**src/rtl/lda_arb_pkg.sv**
```systemverilog
// Shared types and defaults for the line-drawing-algorithm arbiter.
// The state enum, default command field widths and flattened-bus slice helper.
package lda_arb_pkg;

  typedef enum logic [2:0] {
    ST_IDLE     = 3'd0,
    ST_START    = 3'd1,
    ST_WAIT_LOW = 3'd2,
    ST_BUSY     = 3'd3,
    ST_ACK      = 3'd4
  } state_t;

  localparam int DEF_X_W = 9;
  localparam int DEF_Y_W = 8;
  localparam int DEF_C_W = 3;

  // Low bit of requester idx's field in a flattened per-requester bus.
  function automatic int slice_lo(input int idx, input int w);
    return idx * w;
  endfunction

endpackage

```
**src/rtl/lda_arbiter_rr.sv**
```systemverilog
// Combinational round-robin pick: first set request at or after ptr, wrapping.
module rr_arbiter #(
  parameter int N = 4
) (
  input  logic [N-1:0]         req,
  input  logic [$clog2(N)-1:0] ptr,
  output logic [N-1:0]         gnt,
  output logic [$clog2(N)-1:0] idx,
  output logic                 valid
);
  localparam int IW = $clog2(N);

  function automatic logic [IW-1:0] wrap(input int v);
    return IW'(v % N);
  endfunction

  always_comb begin
    gnt   = '0;
    idx   = '0;
    valid = 1'b0;
    for (int i = 0; i < N; i++) begin
      if (!valid && req[wrap(int'(ptr) + i)]) begin
        valid                      = 1'b1;
        idx                        = wrap(int'(ptr) + i);
        gnt[wrap(int'(ptr) + i)]   = 1'b1;
      end
    end
  end

endmodule

```
**src/rtl/lda_arbiter.sv**
```systemverilog
// Shares one line_drawing_algorithm between N_REQ requesters: round-robin pick,
// latch the winner's command, pulse start, wait for done, then ack the winner.
module lda_arbiter
  import lda_arb_pkg::*;
#(
  parameter int N_REQ = 4,
  parameter int X_W   = DEF_X_W,
  parameter int Y_W   = DEF_Y_W,
  parameter int C_W   = DEF_C_W
) (
  input  logic                       i_clk,
  input  logic                       i_reset,
  input  logic [N_REQ-1:0]           i_req,
  input  logic [N_REQ*X_W-1:0]       i_x0,
  input  logic [N_REQ*X_W-1:0]       i_x1,
  input  logic [N_REQ*Y_W-1:0]       i_y0,
  input  logic [N_REQ*Y_W-1:0]       i_y1,
  input  logic [N_REQ*C_W-1:0]       i_color,
  input  logic                       i_done,
  output logic [N_REQ-1:0]           o_gnt,
  output logic [N_REQ-1:0]           o_ack,
  output logic [$clog2(N_REQ)-1:0]   o_owner,
  output logic                       o_busy,
  output logic [X_W-1:0]             o_x0,
  output logic [X_W-1:0]             o_x1,
  output logic [Y_W-1:0]             o_y0,
  output logic [Y_W-1:0]             o_y1,
  output logic [C_W-1:0]             o_color,
  output logic                       o_start
);
  localparam int IW = $clog2(N_REQ);

  state_t           state, state_n;
  logic [IW-1:0]    ptr, ptr_n;
  logic [N_REQ-1:0] gnt_n, ack_n;
  logic [IW-1:0]    owner_n;
  logic             busy_n, start_n;
  logic [X_W-1:0]   x0_n, x1_n;
  logic [Y_W-1:0]   y0_n, y1_n;
  logic [C_W-1:0]   color_n;

  logic [N_REQ-1:0] win_oh;
  logic [IW-1:0]    win_idx;
  logic             win_vld;

  logic [X_W-1:0] x0_a    [N_REQ];
  logic [X_W-1:0] x1_a    [N_REQ];
  logic [Y_W-1:0] y0_a    [N_REQ];
  logic [Y_W-1:0] y1_a    [N_REQ];
  logic [C_W-1:0] color_a [N_REQ];

  for (genvar k = 0; k < N_REQ; k++) begin : g_unpack
    assign x0_a[k]    = i_x0[slice_lo(k, X_W) +: X_W];
    assign x1_a[k]    = i_x1[slice_lo(k, X_W) +: X_W];
    assign y0_a[k]    = i_y0[slice_lo(k, Y_W) +: Y_W];
    assign y1_a[k]    = i_y1[slice_lo(k, Y_W) +: Y_W];
    assign color_a[k] = i_color[slice_lo(k, C_W) +: C_W];
  end

  rr_arbiter #(.N(N_REQ)) u_rr (
    .req   (i_req),
    .ptr   (ptr),
    .gnt   (win_oh),
    .idx   (win_idx),
    .valid (win_vld)
  );

  always_comb begin
    state_n = state;
    ptr_n   = ptr;
    gnt_n   = o_gnt;
    ack_n   = '0;
    owner_n = o_owner;
    busy_n  = o_busy;
    start_n = 1'b0;
    x0_n    = o_x0;
    x1_n    = o_x1;
    y0_n    = o_y0;
    y1_n    = o_y1;
    color_n = o_color;
    case (state)
      ST_IDLE: begin
        if (win_vld) begin
          state_n = ST_START;
          gnt_n   = win_oh;
          owner_n = win_idx;
          busy_n  = 1'b1;
          start_n = 1'b1;
          x0_n    = x0_a[win_idx];
          x1_n    = x1_a[win_idx];
          y0_n    = y0_a[win_idx];
          y1_n    = y1_a[win_idx];
          color_n = color_a[win_idx];
          ptr_n   = (win_idx == IW'(N_REQ - 1)) ? '0 : win_idx + 1'b1;
        end
      end
      ST_START:    state_n = ST_WAIT_LOW;
      // A done level left high by the previous line must drop before it counts.
      ST_WAIT_LOW: if (!i_done) state_n = ST_BUSY;
      ST_BUSY: begin
        if (i_done) begin
          state_n = ST_ACK;
          ack_n   = o_gnt;
        end
      end
      ST_ACK: begin
        state_n = ST_IDLE;
        gnt_n   = '0;
        busy_n  = 1'b0;
      end
      default: begin
        state_n = ST_IDLE;
        gnt_n   = '0;
        owner_n = '0;
        busy_n  = 1'b0;
        x0_n    = '0;
        x1_n    = '0;
        y0_n    = '0;
        y1_n    = '0;
        color_n = '0;
      end
    endcase
  end

  always_ff @(posedge i_clk) begin
    if (!i_reset) begin
      state   <= ST_IDLE;
      ptr     <= '0;
      o_gnt   <= '0;
      o_ack   <= '0;
      o_owner <= '0;
      o_busy  <= 1'b0;
      o_start <= 1'b0;
      o_x0    <= '0;
      o_x1    <= '0;
      o_y0    <= '0;
      o_y1    <= '0;
      o_color <= '0;
    end else begin
      state   <= state_n;
      ptr     <= ptr_n;
      o_gnt   <= gnt_n;
      o_ack   <= ack_n;
      o_owner <= owner_n;
      o_busy  <= busy_n;
      o_start <= start_n;
      o_x0    <= x0_n;
      o_x1    <= x1_n;
      o_y0    <= y0_n;
      o_y1    <= y1_n;
      o_color <= color_n;
    end
  end

endmodule

```
**config.mk**
```make
export PLATFORM = sky130hd
export DESIGN_NAME = lda_arbiter
export DESIGN_NICKNAME = d
export VERILOG_FILES = /design/src/rtl/lda_arb_pkg.sv /design/src/rtl/lda_arbiter_rr.sv /design/src/rtl/lda_arbiter.sv
export SDC_FILE = /design/constraint.sdc
export NUM_CORES = 1
export LEC_CHECK = 0
export ABC_AREA = 1
export BUFFER_PORTS_ARGS = -buffer_cell sky130_fd_sc_hd__buf_2
export CORE_AREA = 4 4 119 87
export DETAILED_ROUTE_END_ITERATION = 8
export DIE_AREA = 0 0 123 91
export HOLD_SLACK_MARGIN = 0.12
export PLACE_DENSITY = 0.72
export SLEW_MARGIN = 20
export SYNTH_ARGS = -nofsm -noshare
export SYNTH_HDL_FRONTEND = slang
export SYNTH_HIERARCHICAL = 1
export SYNTH_SLANG_ARGS = --single-unit
```
**constraint.sdc**
```tcl
create_clock -name i_clk -period 3.1 [get_ports i_clk]
set_input_delay 0.31 -clock i_clk [delete_from_list [all_inputs] [get_ports i_clk]]
set_output_delay 0.31 -clock i_clk [all_outputs]
set_load 0.05 [all_outputs]
```
After elaboration in Yosys (flattened, before gate mapping)
Cells that the tools add are included.

Register bits: 54. Input bits: 155. Output and inout port bits: 49. Logic and storage cells: 123.

Reduce and logical (&&, ||, !) cells: 19. Multiplexer cells: 65. Add/subtract/negate cells: 4. Eq/ne operators: 8. $lt $le $gt $ge: 9. Bitwise gates (word level): 6.

Operators by type and width (count): 9-bit two-way mux (6); 8-bit two-way mux (6); 9-bit binary-select mux with 2-bit select (2); 9-bit case mux with 2 select lines (2); 8-bit binary-select mux with 2-bit select (2); 8-bit case mux with 2 select lines (2); 4-bit two-way mux (5); 3-bit two-way mux (6); 1-bit two-way mux (14); 2-bit by 3-bit < comparator with 1-bit output (second input constant) (4); 2-bit two-way mux (6); 4-bit OR (3); 3-bit case mux with 4 select lines (1); 1-bit binary-select mux with 2-bit select (4); 1-bit demux with 2-bit select (4); 2-bit by 1-bit >= comparator with 1-bit output (second input constant) (4); 4-bit case mux with 2 select lines (1); 2-bit AND reduction (4); 1-bit logical AND (7); 3-bit binary-select mux with 2-bit select (1); 3-bit by 2-bit equality test with 1-bit output (second input constant) (2); 3-bit case mux with 2 select lines (1); 3-bit AND reduction (2); 2-bit by 1-bit adder with 2-bit output (second input constant) (2); 15 further kinds (20).

Depth between registers and ports, before layout
Depth after elaboration: 18. Gate-level depth with buffers: 16. Gate-level depth less buffers: 14.

Cells and area by module
Netlist, hierarchy kept.

By module, submodules not included: lda_arbiter (sequential area each 1081.0 µm², area an instance 3170.5 µm², instances 1, cells an instance 496); rr_arbiter (sequential area each 0.0 µm², area an instance 422.9 µm², instances 1, cells an instance 74).

Worst setup path after synthesis
Ideal clock, no wire load.

Path kind: flip-flop to flip-flop. From: register ptr[0]. To: register o_x1[0]. Library setup time: 0.116 ns. Required time: 2.984 ns. Stages on the path, launching flop included: 14. Period minus slack after synthesis: 2.430 ns. Slack: 0.670 ns. Path buffers: 2. Arrival: 2.314 ns. Cell sequence: dfxtp_1 inv_2 ha_1 inv_1 nand3_1 nand2_1 nor2_1 a21oi_1 nand3_1 buf_2 buf_1 nand3_1 nand3_1 nand2_1.

Longest elaborated chain between the ends: 18. Elaborated cells between the ends (all ways): 33. Those cells by class: 3 x add/sub; 1 x eq/ne; 21 x mux; 1 x bitwise; 7 x reduce/logical.

RTL lines: start, declared (RTL line lda_arbiter.sv:34) `logic [IW-1:0] ptr, ptr_n;`; start signal, assigned (RTL line lda_arbiter.sv:141) `ptr <= ptr_n;`; parallel branches: the longest is 11 deep, another holds 2-bit by 1-bit adder with 2-bit output; 2-bit two-way mux (*) (RTL line lda_arbiter_rr.sv:22) `if (!valid && req[wrap(int'(ptr) + i)]) begin`; net win_idx[1] (RTL line lda_arbiter.sv:43) `logic [IW-1:0] win_idx;`; 2-bit inverter with 3-bit output (not written as such) (*) (RTL line lda_arbiter.sv:90) `x1_n = x1_a[win_idx];`; 9-bit binary-select mux with 2-bit select (*) (RTL line lda_arbiter.sv:90); 9-bit two-way mux (not written as such) (*) (2 in a row) (RTL line lda_arbiter.sv:90); 9-bit two-way mux (*) (RTL line lda_arbiter.sv:83) `if (win_vld) begin`; 9-bit case mux with 2 select lines (*) (RTL line lda_arbiter.sv:81) `case (state)`; end signal, assigned (RTL line lda_arbiter.sv:148) `o_x1 <= x1_n;`; end, declared (RTL line lda_arbiter.sv:25) `output logic [X_W-1:0] o_x1,`.

Mark *: on every way through the listed nets, which the timed path passes. The select of a mux whose other input is x is not followed. A chain may end at the register's enable or synchronous reset.

Worst setup path after layout
From: register ptr[1]. To: register o_color[2].

Longest elaborated chain between the ends: 18. Elaborated cells between the ends (all ways): 33. Those cells by class: 3 x add/sub; 1 x eq/ne; 21 x mux; 1 x bitwise; 7 x reduce/logical.

RTL lines: parallel branches: the longest is 11 deep, another holds 2-bit by 1-bit adder with 2-bit output; 2-bit two-way mux (*) (RTL line lda_arbiter_rr.sv:22); net win_idx[1] (RTL line lda_arbiter.sv:43); 2-bit inverter with 3-bit output (not written as such) (*) (RTL line lda_arbiter.sv:93) `color_n = color_a[win_idx];`; 3-bit binary-select mux with 2-bit select (*) (RTL line lda_arbiter.sv:93); 3-bit two-way mux (not written as such) (*) (2 in a row) (RTL line lda_arbiter.sv:93); 3-bit two-way mux (*) (RTL line lda_arbiter.sv:83); 3-bit case mux with 2 select lines (*) (RTL line lda_arbiter.sv:81); end signal, assigned (RTL line lda_arbiter.sv:151) `o_color <= color_n;`; end, declared (RTL line lda_arbiter.sv:28) `output logic [C_W-1:0] o_color,`.

Marked as above.

==> results.cfg <==
[outcome]
status = completed

[power_and_ir_drop]
power_density_mw_per_mm2 = 1132
peakVddDrop_mv = 0.9058
power.leakage_nw = 2.653

[timing]
setup_viol = 0
hold_violations = 0
fin_crit_sh_pct = 90.46
tns_ps = 0
fin_skew_ps = 12.52
rsz0062_at_grt = no
drv_slew = 0
hold_ws_ps = 349.2
fin_crit_ps = 2804
relSlewSlack_pct = 60.99
worstMarginPinSlew_ps = 585.2
fmax_mhz = 356.6

[grt]
gr-total-overflow = 0
grt_max_degree = 51
antenna_found_initial = 0
grt_pass1_vias = 4136
grt_pass1_wl_microns = 18710
globalRouteTotalUtil_pct = 20.08

[clock_network]
clock-sinks = 54
cts_tree = yes
clock_path_buffers = 2
cts.htree.levels = 2
root_buffer = clkbuf_16
cts_hold_buf = 0
post-cts-setup-buffer-count = 0
ctsResizeCount = 0
cts-buffers-inserted = 5
clock_latency_ps = 290
clk_pin_slew_worst_paths_ps = 70

[synth]
synthTopCellsByArea = dfxtp_1, nand2_1, nand3_1
synth_edf_count = 0
syn_avg_cell_area_sq_um = 6.304
async_flop_share_pct = 0
yosysUniqueCellTypes = 22
synth_top_area_share_pct = 30.08
ys_top_cells_by_count = nand2_1, nand3_1, dfxtp_1
seq_area_frac_synth_pct = 30.08
synth-main-ff-cell = dfxtp_1
syn_nets = 731
ys_warn_count = 6
yosys.area.top_type = dfxtp_1
syn_inst = 570
post-synth-top-count-cell = nand2_1
syn_area_sq_mm = 0.003593
ys_ff_latch = 54

[place]
hpwl_microns = 9237
io_buffers = 203
globalplace.congestion = 0.8955

[cells_and_area]
n_fill_cell = 919
synthToLayoutAreaGrowth_pct = 34.47
nets = 915
utilization_pct = 53.48
layout-drive-gt1-share_pct = 35.23
antenna_cells = 0

[run]
drv_cap = 0

[route]
routedWlPerCell_microns = 13.90
drc_errors = 0
antenna_left = 0
drtPass1Iterations = 5
num_vias = 4387
vias_per_cell = 4.991
drtIter0Drc = 337
wirelength_microns = 12220

[setup_path]
end_kind = flip-flop
worst_path_most_repeated_cell = nand3_1
required_ps = 3330
worstPathCellList = inv_1 -> ha_1 -> inv_1 -> nand3_1 -> nand2_1 -> nor2_2 -> a21oi_1 -> nand3_2 -> clkinvlp_4 -> buf_12 -> nand3_1 -> nand3_1 -> nand2_1
cp_slowest_cell = dfxtp_1
critPathLaunchType = flip-flop
arrival_ps = 3040
cp_slowest_stage_delay_ps = 470
critical_path_class = reg -> reg
crit_path_max_fanout = 19

[floorplanning]
die_area_sq_mm = 0.01119
die_h_microns = 91
die_w_microns = 123
core-area_sq_mm = 0.009035
ios = 204
start_util_pct = 39.77
row_count = 29

[worst_hold_path]
hold_path.class = in -> reg
[layer usage]
layer	global-route usage (%)	up-vias	share of wire [%]
met5	0	-	0
met4	6.359	0	1.8
met3	4.161	14	10
met2	35.20	221	47
met1	24.57	1920	41
li1	-	2232	-
[power breakdown]
group	leakage [nW]	total, mW	switching, mW	internal (mW)
Clock	0.0759	0.573	0.265	0.308
Sequential	0.445	1.06	0.146	0.917
Combinational	2.13	3.83	2.71	1.13
Total	2.65	5.47	3.12	2.35
[stage by stage]
step	worst slack, ps	area, sq um	power [mW]	cells
after floorplan	670.1	3593	4.051	570
after global placement	331.9	4656	4.763	870
after detailed placement	133.1	4656	4.852	870
after CTS	129.7	4810	5.434	878
after global routing	109.6	4832	5.976	879
final	295.7	4832	5.470	879
[worst max-delay path, delay by kind of cell (launching register included)]
| kind | cells | cell delay [ps] |
|---|---|---|
| AOI/OAI and AO/OA | 1 | 160 |
| adders and majority gates | 1 | 400 |
| buffers and inverters | 4 | 870 |
| DFF | 1 | 470 |
| and+or+nand+nor | 7 | 850 |
[area by class of cell]
type                    instances  area [sq um]  share of cell area [%]
clock buffers                   5         125.1                   2.589
well taps                     124         155.1                   3.211
repair inverters                1         7.507                  0.1554
repair buffers                214          1131                   23.41
clock inverters                 3         28.78                  0.5955
flip-flops and latches         54          1082                   22.40
inverters                      29         112.6                   2.330
multi-input cells             449          2190                   45.31
[sequential cells by signal, summed over array words and instances, names as in the netlist]
register and flops:
o_busy 1, o_color 3, ptr 2, o_y0 8
state 3, o_gnt 4, o_x0 9, o_y1 8
o_start 1, o_ack 4, o_owner 2, o_x1 9
[kinds of logic (layout without fill, tap and decap cells)]
family	after synthesis	count (layout)	share of synthesized area [%]
buffers and inverters	67	252	9.331
AO/OA/AOI/OAI	22	22	3.342
AND/OR/NAND/NOR	421	421	55.15
flip-flops	54	54	30.08
adder cells (fa/ha/maj)	6	6	2.089
[final timing paths]
check / start / cells past startpoint / slack, ps / to
min reg2reg: o_x0[1] / 2 / 460 / o_x0[1]
min: i_y0[17] / 5 / 350 / o_y0[1]
max reg2reg: ptr[1] / 13 / 300 / o_color[2]
max: ptr[1] / 13 / 300 / o_color[2]
[cell usage in the layout (no fill, tap or decap)]
| master | count |
|---|---|
| inv_2 | 5 |
| buf_2 | 203 |
| inv_1 | 23 |
| nor2_4 | 3 |
| nor2_2 | 1 |
| clkinvlp_4 | 2 |
| nand2_2 | 7 |
| buf_4 | 7 |
| nand2_1 | 220 |
| nand3_1 | 149 |
| nand3_2 | 24 |
| clkbuf_16 | 5 |
| nand4_1 | 7 |
| nand3b_1 | 1 |
| buf_6 | 2 |
| o21ai_0 | 5 |
| clkinv_4 | 2 |
| nand3_4 | 1 |
| nor2_1 | 8 |
| dfxtp_2 | 1 |
| ha_1 | 6 |
| a21oi_1 | 13 |
| buf_12 | 2 |
| a21boi_0 | 4 |
| dfxtp_1 | 53 |
| inv_8 | 1 |
Power figures use the tool's default switching activity.
